<file path="src/rtl/uart_pkg.sv">
// uart_pkg: shared UART state types and constants; parity states exist only with UART_PARITY_EN
package uart_pkg;
`ifdef UART_PARITY_EN
  typedef enum logic [2:0] {TX_IDLE, TX_START, TX_DATA, TX_PARITY, TX_STOP} tx_state_t;
  typedef enum logic [2:0] {RX_IDLE, RX_START, RX_DATA, RX_PARITY, RX_STOP, RX_BREAK} rx_state_t;
`else
  typedef enum logic [2:0] {TX_IDLE, TX_START, TX_DATA, TX_STOP} tx_state_t;
  typedef enum logic [2:0] {RX_IDLE, RX_START, RX_DATA, RX_STOP, RX_BREAK} rx_state_t;
`endif
  localparam logic PAR_EVEN = 1'b0;
  localparam logic PAR_ODD = 1'b1;
  localparam int DATA_BITS_MIN = 5;
  localparam int DATA_BITS_MAX = 9;
endpackage

</file>
<file path="src/rtl/uart_core_param_bit_timer.sv">
// uart_bit_timer: bit-period down-counter, full or half load, tick while at terminal count
module uart_bit_timer #(
  parameter int DIV_W = 16
) (
  input  logic             clk,
  input  logic             reset,
  input  logic             load,
  input  logic             half,
  input  logic [DIV_W-1:0] baud_div,
  output logic             tick
);
  logic [DIV_W-1:0] cnt, full, hv;
  // a divisor of 0 behaves as 1, and the half period never drops below 1
  always_comb begin
    full = (baud_div == '0) ? DIV_W'(1) : baud_div;
    hv = ((full >> 1) == '0) ? DIV_W'(1) : (full >> 1);
  end
  // load period-1 and count down, holding at 0
  always_ff @(posedge clk or negedge reset)
    if (!reset) cnt <= '0;
    else if (load) cnt <= (half ? hv : full) - DIV_W'(1);
    else if (cnt != '0) cnt <= cnt - DIV_W'(1);
  assign tick = (cnt == '0);
endmodule

</file>
<file path="src/rtl/uart_core_param.sv">
// uart_core_param: parametrised full-duplex UART; UART_PARITY_EN adds a parity bit to both directions
module uart_core_param
  import uart_pkg::*;
#(
  parameter int DATA_BITS = 8,
  parameter int STOP_BITS = 1,
  parameter int DIV_W = 16
) (
  input  logic                 clk,
  input  logic                 reset,
  input  logic [DIV_W-1:0]     baud_div,
  input  logic                 rx_en,
  input  logic                 parity_odd,
  input  logic [DATA_BITS-1:0] tx_data,
  input  logic                 tx_valid,
  output logic                 tx_ready,
  output logic                 tx_busy,
  output logic                 uart_tx,
  input  logic                 uart_rx,
  output logic [DATA_BITS-1:0] rx_data,
  output logic                 rx_valid,
  output logic                 rx_frame_err,
  output logic                 rx_par_err,
  output logic                 rx_overrun,
  input  logic                 rx_ready,
  output logic                 rx_break
);
  localparam logic [3:0] LAST = 4'(DATA_BITS - 1);
  localparam logic SLAST = 1'(STOP_BITS - 1);
  if (DATA_BITS < DATA_BITS_MIN || DATA_BITS > DATA_BITS_MAX) begin : g_bad_data
    $error("DATA_BITS must be 5..9");
  end
  if (STOP_BITS < 1 || STOP_BITS > 2) begin : g_bad_stop
    $error("STOP_BITS must be 1 or 2");
  end
  tx_state_t ts, ts_n;
  rx_state_t rs, rs_n;
  logic [DATA_BITS-1:0] tx_sh, rx_sh;
  logic [3:0] tx_idx, rx_idx;
  logic tx_sidx, t_load, t_tick, tx_last;
  logic [1:0] rx_s;
  logic rxd, r_load, r_half, r_tick, r_perr, r_brk;
`ifdef UART_PARITY_EN
  logic tx_par, rx_pbit;
  assign r_perr = rx_pbit != (^rx_sh ^ (parity_odd == PAR_ODD));
  assign r_brk = !rxd && rx_sh == '0 && !rx_pbit;
`else
  logic unused_par;
  assign unused_par = parity_odd;
  assign r_perr = 1'b0;
  assign r_brk = !rxd && rx_sh == '0;
`endif
  assign tx_last = (tx_sidx == SLAST);
  assign rxd = rx_s[1];
  uart_bit_timer #(.DIV_W(DIV_W)) u_tx_timer (
    .clk(clk), .reset(reset), .load(t_load), .half(1'b0), .baud_div(baud_div), .tick(t_tick)
  );
  uart_bit_timer #(.DIV_W(DIV_W)) u_rx_timer (
    .clk(clk), .reset(reset), .load(r_load), .half(r_half), .baud_div(baud_div), .tick(r_tick)
  );
  // TX state register
  always_ff @(posedge clk or negedge reset)
    if (!reset) ts <= TX_IDLE;
    else ts <= ts_n;
  // TX next state; every bit boundary reloads the timer so a new divisor applies per bit
  always_comb begin
    ts_n = ts;
    t_load = 1'b0;
    case (ts)
      TX_IDLE: if (tx_valid) begin ts_n = TX_START; t_load = 1'b1; end
      TX_START: if (t_tick) begin ts_n = TX_DATA; t_load = 1'b1; end
`ifdef UART_PARITY_EN
      TX_DATA: if (t_tick) begin ts_n = (tx_idx == LAST) ? TX_PARITY : TX_DATA; t_load = 1'b1; end
      TX_PARITY: if (t_tick) begin ts_n = TX_STOP; t_load = 1'b1; end
`else
      TX_DATA: if (t_tick) begin ts_n = (tx_idx == LAST) ? TX_STOP : TX_DATA; t_load = 1'b1; end
`endif
      TX_STOP: if (t_tick) begin ts_n = !tx_last ? TX_STOP : tx_valid ? TX_START : TX_IDLE; t_load = !tx_last || tx_valid; end
      default: ts_n = TX_IDLE;
    endcase
  end
  // TX outputs; ready in the final stop cycle lets the next word follow with no gap
  always_comb begin
    tx_ready = (ts == TX_IDLE) || (ts == TX_STOP && t_tick && tx_last);
    tx_busy = (ts != TX_IDLE);
`ifdef UART_PARITY_EN
    uart_tx = (ts == TX_START) ? 1'b0 : (ts == TX_DATA) ? tx_sh[0] : (ts == TX_PARITY) ? tx_par : 1'b1;
`else
    uart_tx = (ts == TX_START) ? 1'b0 : (ts == TX_DATA) ? tx_sh[0] : 1'b1;
`endif
  end
  // TX datapath: latch word at acceptance, shift LSB first, count stop bits
  always_ff @(posedge clk or negedge reset)
    if (!reset) begin
      tx_sh <= '0;
      tx_idx <= '0;
      tx_sidx <= 1'b0;
`ifdef UART_PARITY_EN
      tx_par <= 1'b0;
`endif
    end else if (tx_valid && tx_ready) begin
      tx_sh <= tx_data;
      tx_idx <= '0;
      tx_sidx <= 1'b0;
`ifdef UART_PARITY_EN
      tx_par <= ^tx_data ^ (parity_odd == PAR_ODD);
`endif
    end else if (t_tick) begin
      if (ts == TX_DATA) begin
        tx_sh <= tx_sh >> 1;
        tx_idx <= tx_idx + 4'd1;
      end
      if (ts == TX_STOP) tx_sidx <= ~tx_sidx;
    end
  // RX synchroniser, idles high
  always_ff @(posedge clk or negedge reset)
    if (!reset) rx_s <= 2'b11;
    else rx_s <= {rx_s[0], uart_rx};
  // RX state register
  always_ff @(posedge clk or negedge reset)
    if (!reset) rs <= RX_IDLE;
    else rs <= rs_n;
  // RX next state: half-bit to start centre, then full bits; all-low frame enters BREAK
  always_comb begin
    rs_n = rs;
    r_load = 1'b0;
    r_half = 1'b0;
    case (rs)
      RX_IDLE: if (!rxd) begin rs_n = RX_START; r_load = 1'b1; r_half = 1'b1; end
      RX_START: if (r_tick) begin rs_n = rxd ? RX_IDLE : RX_DATA; r_load = !rxd; end
`ifdef UART_PARITY_EN
      RX_DATA: if (r_tick) begin rs_n = (rx_idx == LAST) ? RX_PARITY : RX_DATA; r_load = 1'b1; end
      RX_PARITY: if (r_tick) begin rs_n = RX_STOP; r_load = 1'b1; end
`else
      RX_DATA: if (r_tick) begin rs_n = (rx_idx == LAST) ? RX_STOP : RX_DATA; r_load = 1'b1; end
`endif
      RX_STOP: if (r_tick) rs_n = r_brk ? RX_BREAK : RX_IDLE;
      RX_BREAK: if (rxd) rs_n = RX_IDLE;
      default: rs_n = RX_IDLE;
    endcase
  end
  // RX outputs derived from state and the registered valid pulse
  always_comb begin
    rx_break = (rs == RX_BREAK);
    rx_overrun = rx_valid && !rx_ready;
  end
  // RX datapath: shift in at bit centres, publish word and error pulses at stop centre
  always_ff @(posedge clk or negedge reset)
    if (!reset) begin
      rx_sh <= '0;
      rx_idx <= '0;
      rx_data <= '0;
      rx_valid <= 1'b0;
      rx_frame_err <= 1'b0;
      rx_par_err <= 1'b0;
`ifdef UART_PARITY_EN
      rx_pbit <= 1'b0;
`endif
    end else begin
      rx_valid <= 1'b0;
      rx_frame_err <= 1'b0;
      rx_par_err <= 1'b0;
      if (r_tick && rs == RX_START) rx_idx <= '0;
      if (r_tick && rs == RX_DATA) begin
        rx_sh <= {rxd, rx_sh[DATA_BITS-1:1]};
        rx_idx <= rx_idx + 4'd1;
      end
`ifdef UART_PARITY_EN
      if (r_tick && rs == RX_PARITY) rx_pbit <= rxd;
`endif
      if (r_tick && rs == RX_STOP && rx_en) begin
        rx_valid <= 1'b1;
        rx_data <= rx_sh;
        rx_frame_err <= !rxd;
        rx_par_err <= r_perr;
      end
    end
endmodule
</file>
<file path="config.mk">
export PLATFORM = sky130hd
export DESIGN_NAME = uart_core_param
export DESIGN_NICKNAME = d
export VERILOG_FILES = /design/src/rtl/uart_pkg.sv /design/src/rtl/uart_core_param_bit_timer.sv /design/src/rtl/uart_core_param.sv
export SDC_FILE = /design/constraint.sdc
export NUM_CORES = 1
export LEC_CHECK = 0
export CAP_MARGIN = 20
export CORE_MARGIN = 4
export CORE_UTILIZATION = 58
export DETAILED_ROUTE_END_ITERATION = 10
export HOLD_SLACK_MARGIN = 0.08
export PLACE_DENSITY_LB_ADDON = 0.1
export REMOVE_ABC_BUFFERS = 1
export SETUP_SLACK_MARGIN = 0.15
export SYNTH_ARGS = -nofsm -noshare
export SYNTH_HDL_FRONTEND = slang
export SYNTH_HIERARCHICAL = 1
export SYNTH_SLANG_ARGS = --single-unit
</file>
<file path="constraint.sdc">
create_clock -name clk -period 4.5 [get_ports clk]
set_input_delay 0.45 -clock clk [delete_from_list [all_inputs] [get_ports clk]]
set_output_delay 0.45 -clock clk [all_outputs]
set_load 0.05 [all_outputs]
</file>
==> results of run 1 <==
-- area by class of cell --
cell class	count	share of cell area (%)
multi-input cells	321	49.6
flip-flops and latches	74	34.1
clock buffers	11	2.78
well taps	102	2.35
inverters	17	1.17
repair buffers	48	8.60
clock inverters	4	1.38
-- flip-flops by register name, summed over array words and instances (netlist names) --
signal          count
rx_s                2
rx_sh               8
u_rx_timer/cnt     16
rx_valid            1
tx_idx              4
rx_frame_err        1
ts                  2
u_tx_timer/cnt     16
rs                  3
rx_idx              4
rx_data             8
tx_sidx             1
tx_sh               8
-- worst register-to-register path, cell delays in order (launching register included) --
cell,delay [ns]
dfrtp_1,0.41
nor4_1,0.38
nand4_1,0.29
inv_1,0.30
and2_1,0.17
o21bai_1,0.11
a21oi_4,0.59
buf_4,0.29
mux2i_4,0.28
nand4_2,0.14
or2_1,0.27
or4_1,0.50
nand2_1,0.08
-- routing by layer --
metal,GRT usage [%],vias up,part of all wire (%)
met3,6.29,14,5.7
met2,32.8,99,47
met4,5.99,0,1.3
met1,29.7,1667,46
li1,-,1636,-
met5,0,-,0
-- report_power, final --
part           internal [uW]  total [uW]  switching (uW)
clock network            340         583             244
registers                767         859            91.4
logic                    251         556             305
-- layout by cell type (no fill, tap or decap), drive strengths merged, types with 3 or more instances in the layout --
master,count
a21oi,13
a2bb2oi,3
a31oi,4
buf,5
clkbuf,11
clkdlybuf4s50,43
dfrtp,72
ha,10
inv,17
mux2,55
mux2i,39
nand2,26
nand3,15
nand4,10
nor2,41
nor3,7
nor4,23
o21ai,18
o31a,3
or2,7
or4,3
xnor2,4
xor2,14
-- cell families (layout without fill, tap and decap cells) --
| group | Yosys count | in the layout | synth area share [%] |
|---|---|---|---|
| simple gates | 142 | 142 | 16.7 |
| mux | 94 | 94 | 26.3 |
| flops | 74 | 74 | 39.2 |
| compound gates | 55 | 55 | 7.45 |
| buf+inv | 36 | 80 | 4.36 |
| xor+xnor | 18 | 18 | 3.33 |
| fa+ha+maj | 10 | 10 | 2.64 |
| other cells | 1 | 2 | 0.0792 |
-- path summary, 6_finish.rpt --
check / end / startpoint
setup / recovery: u_rx_timer/cnt[11] / u_rx_timer/cnt[4]
min in group clk: rx_s[1] / rx_s[0]
hold / removal: u_tx_timer/cnt[3] / reset
setup reg to reg: u_rx_timer/cnt[11] / u_rx_timer/cnt[4]
hold reg to reg: rx_s[1] / rx_s[0]
max in group asynchronous: rx_data[3] / reset
-- stage by stage --
step	utilization, %	std cells	total power, uW
3_3_place_gp	66.5	562	1410
5_1_grt	69.3	577	2120
3_5_place_dp	66.5	562	1420
6_report	69.3	577	2000
2_1_floorplan	-	412	1280
4_1_cts	69.3	577	2020
==> impl_metrics.env, run 1 <==
export IMPL_clockBufferDepth=2
export IMPL_diodes=0
export IMPL_grt_max_degree=75
export IMPL_ctsResizeCount=0
export IMPL_grt_pass1_wl_mm=17.0
export IMPL_worst_path_dominant_cell_family="simple AND/OR/NAND/NOR gates"
export IMPL_min_period_over_period_pct=85.8
export IMPL_via_per_inst=5.92
export IMPL_r2r_slack_ns=0.64
export IMPL_max_stage_delay_ns=0.59
export IMPL_clkSlewWorstSetupHoldPaths_ns=0.08
export IMPL_drc=0
export IMPL_finalWirelength_mm=9.96
export IMPL_wire_per_inst_um=17.3
export IMPL_yosysMostFrequentCell="dfrtp_1"
export IMPL_ant_nets=0
export IMPL_synth_cells=430
export IMPL_start_util_pct=60.3
export IMPL_stdcell_area_um2=5440
export IMPL_cap_violations=0
export IMPL_path_depth=12
export IMPL_grt_usage_pct=21.4
export IMPL_cts_root_buffer="clkbuf_8"
export IMPL_maxSlewViolCount=0
export IMPL_die_width_um=98.4
export IMPL_endpoint_kind="flop"
export IMPL_cts_tree="done"
export IMPL_core_area_um2=7850
export IMPL_dp_hpwl_mm=6.98
export IMPL_ff2ff_path_depth=12
export IMPL_ys_ff_latch=74
export IMPL_postCtsSetupBuffers=0
export IMPL_final_setup_worst_slack_ns=0.638
export IMPL_ys_seq_area_share_pct=39.2
export IMPL_min_period_ns=3.86
export IMPL_cp_data_required_time_ns=4.78
export IMPL_area_growth_pct=14.9
export IMPL_rows=32
export IMPL_cp_num_buf_inv=2
export IMPL_yosysWarnings=6
export IMPL_synth_top_area_cell="dfrtp_1"
export IMPL_drive_above_1_share_pct=21.9
export IMPL_maxSlewHeadroom_pct=37.5
export IMPL_htree_num_levels=3
export IMPL_synth_edf_count=0
export IMPL_async_flop_share_pct=100
export IMPL_fin_setup_tns_ns=0
export IMPL_crit_arrival_ns=4.15
export IMPL_leakage_uw=0.00232
export IMPL_dr_pass1_iters=4
export IMPL_grt_overflow=0
export IMPL_dp_slack_ns=0.725
export IMPL_place_gp_congestion=0.878
export IMPL_fill_cells=608
export IMPL_clock_latency_ns=0.34
export IMPL_cts_buffers=9
export IMPL_skew_ns=0.0158
export IMPL_syn_cell_area_um2=4730
export IMPL_antenna_found_initial=0
export IMPL_synth_cell_types=57
export IMPL_synth_commonest_cells="dfrtp_1 (72), nor2_1 (40), nand2_1 (25)"
export IMPL_powerDensity_nw_per_um2=367
export IMPL_num_vias=3416
export IMPL_hold_violations=0
export IMPL_place_area_um2=5220
export IMPL_status="completed"
export IMPL_nets=512
export IMPL_drt_iter0_markers=162
export IMPL_rsz0062_at_grt="no"
export IMPL_setup_violations=0
export IMPL_hold_slack_ns=0.226
export IMPL_syn_avg_cell_area_um2=11.0
export IMPL_synth_ff_type="dfrtp_1"
export IMPL_port_buffers=44
export IMPL_path_class="reg2reg"
export IMPL_min_path_type="in2async"
export IMPL_synth_top_area_share_pct=38.1
export IMPL_vdd_ir_drop_max_mv=0.254
export IMPL_hold_buffers=0
export IMPL_multiInputGateArea_um2=2700
export IMPL_start_kind="flop"
export IMPL_crit_slowest_cell="a21oi_4"
export IMPL_clock_sinks=74
export IMPL_die_area_um2=9670
export IMPL_register_area_um2=1850
export IMPL_cp_max_fo=15
export IMPL_crit_chain="nor4_1 > nand4_1 > inv_1 > and2_1 > o21bai_1 > a21oi_4 > buf_4 > mux2i_4 > nand4_2 > or2_1 > or4_1 > nand2_1"
export IMPL_worst_pin_slew_ns=0.937
export IMPL_grt_pass1_vias=3555
export IMPL_synth_area_top_cells="dfrtp_1 (38%), mux2_4 (6.0%), mux2_2 (5.5%)"
export IMPL_max_freq_mhz=259
export IMPL_die_h_um=98.4
export IMPL_ios=47
(Power assumes the default switching activity.)
==> run 2: changes to the inputs <==
- RECOVER_POWER: unset -> 50
- SKIP_CTS_REPAIR_TIMING: unset -> 1
==> run 2 against run 1 <==
Effect of this change: the flow now finishes with violations (capacitance limit, slew limit); power is essentially flat; sequential power is essentially flat; largest cell class unchanged; clock skew is the same; sequential cell count is the same; maximum frequency is the same; critical path depth is the same; global-route usage is the same; non-clock buffer count is the same; register-to-register slack is essentially flat; routed wire length is essentially flat; die area is the same.
==> impl_metrics.env, run 2 (same netlist as run 1, synthesis figures left out) <==
export IMPL_place_area_um2=5220
export IMPL_maxSlewViolCount=75
export IMPL_final_common_cell="dfrtp_1"
export IMPL_switching_power_uw=640
export IMPL_cp_data_required_time_ns=4.78
export IMPL_cts_tree="done"
export IMPL_skew_ns=0.0158
export IMPL_fin_setup_tns_ns=0
export IMPL_grt_max_degree=75
export IMPL_violations="capacitance limit, slew limit"
export IMPL_ios=47
export IMPL_p_int_uw=1360
export IMPL_num_vias=3417
export IMPL_power_share_clock_pct=29.2
export IMPL_htree_num_levels=3
export IMPL_grt_overflow=0
export IMPL_via_per_inst=5.92
export IMPL_crit_arrival_ns=4.15
export IMPL_drive_above_1_share_pct=21.9
export IMPL_power_frac_comb_pct=27.8
export IMPL_maxSlewHeadroom_pct=-22.7
export IMPL_min_path_type="reg2reg"
export IMPL_max_freq_mhz=259
export IMPL_place_gp_congestion=0.878
export IMPL_dp_hpwl_mm=6.98
export IMPL_ant_nets=0
export IMPL_die_width_um=98.4
export IMPL_diodes=0
export IMPL_drt_iter0_markers=162
export IMPL_cp_max_fo=15
export IMPL_grt_usage_pct=21.4
export IMPL_port_buffers=44
export IMPL_hold_violations=0
export IMPL_clock_sinks=74
export IMPL_endpoint_kind="flop"
export IMPL_cap_violations=1
export IMPL_min_period_over_period_pct=85.8
export IMPL_seq_power_share_pct=43.0
export IMPL_whs_path_depth=0
export IMPL_dr_pass1_iters=5
export IMPL_worst_pin_slew_ns=1.84
export IMPL_leakage_uw=0.00234
export IMPL_status="finished, violations left"
export IMPL_die_area_um2=9670
export IMPL_setup_violations=0
export IMPL_clkSlewWorstSetupHoldPaths_ns=0.08
export IMPL_area_growth_pct=14.9
export IMPL_clock_latency_ns=0.34
export IMPL_grt_pass1_wl_mm=17.0
export IMPL_swShare_pct=32.1
export IMPL_cts_root_buffer="clkbuf_8"
export IMPL_final_cell_mix="dfrtp_1 (72), nor2_1 (40), clkdlybuf4s50_1 (38), nand2_1 (25), mux2_2 (23)"
export IMPL_die_h_um=98.4
export IMPL_powerDensity_nw_per_um2=367
export IMPL_grt_pass1_vias=3555
export IMPL_top_regs="u_rx_timer/cnt (16), u_tx_timer/cnt (16)"
export IMPL_clockBufferDepth=2
export IMPL_path_class="reg2reg"
export IMPL_core_area_um2=7850
export IMPL_rows=32
export IMPL_finalWirelength_mm=9.96
export IMPL_nets=512
export IMPL_rsz0062_at_grt="no"
export IMPL_start_util_pct=60.3
export IMPL_cts_buffers=9
export IMPL_drc=0
export IMPL_wire_per_inst_um=17.3
export IMPL_vdd_ir_drop_max_mv=0.253
export IMPL_ff2ff_path_depth=12
export IMPL_antenna_found_initial=0
export IMPL_start_kind="flop"
export IMPL_stdcell_area_um2=5440
export IMPL_min_period_ns=3.86
-- run 2: changes by cell type in the layout (fill, tap and decap cells not counted), sizes merged --
cell and delta:
clkbuf +1, dlygate4sd3 +5, clkdlybuf4s50 -5, buf -1
-- run 2: final cells by class --
class / count / area [um2]
clock buffers: 11 / 151
inverters: 17 / 63.8
repair buffers: 48 / 465
fillers: 607 / 2410
clock inverters: 4 / 75.1
well taps: 102 / 128
flip-flops and latches: 74 / 1850
multi-input cells: 321 / 2700
-- run 2: critical path, stage by stage, from the launching register on --
cell	delay (ns)
dfrtp_1	0.41
nor4_1	0.38
nand4_1	0.29
inv_1	0.30
and2_1	0.17
o21bai_1	0.11
a21oi_4	0.59
buf_4	0.28
mux2i_4	0.28
nand4_2	0.14
or2_1	0.26
or4_1	0.50
nand2_1	0.08
-- run 2: per-layer routing --
metal  track usage, %  routed length, um  part of all wire [%]  vias up
met5                0                  0                     0        -
met4             5.99                125                   1.3        0
met3             6.29                566                   5.7       14
met2             32.8               4700                    47       99
met1             29.7               4570                    46     1668
li1                 -                  -                     -     1636
-- run 2: worst paths after layout --
check	start	endpoint	slack, ns
min	rx_s[0]	rx_s[1]	0.36
min in group asynchronous	reset	u_tx_timer/cnt[3]	0.58
min reg2reg	rx_s[0]	rx_s[1]	0.36
max in group asynchronous	reset	rx_data[3]	2.80
max reg2reg	u_rx_timer/cnt[4]	u_rx_timer/cnt[11]	0.64
max	u_rx_timer/cnt[4]	u_rx_timer/cnt[11]	0.64
-- run 2: metrics by stage --
step | hold slack (ns) | utilization (%) | setup slack (ns) | power (uW) | std cells
2_1_floorplan | 0.154 | - | -0.0390 | 1280 | 412
3_3_place_gp | 0.345 | 66.5 | 0.782 | 1410 | 562
3_5_place_dp | 0.347 | 66.5 | 0.725 | 1420 | 562
4_1_cts | 0.270 | 69.3 | 0.695 | 2020 | 577
5_1_grt | 0.364 | 69.3 | 0.318 | 2120 | 577
6_report | 0.359 | 69.3 | 0.638 | 2000 | 577
-- run 2: power by group through the flow --
stage                     clock [uW]  combinational (uW)  sequential, uW
after global routing             627                 620             869
after global placement             0                 542             864
after detailed placement           0                 554             869
final                            583                 556             859
after floorplan                    0                 430             850
after CTS                        601                 556             858
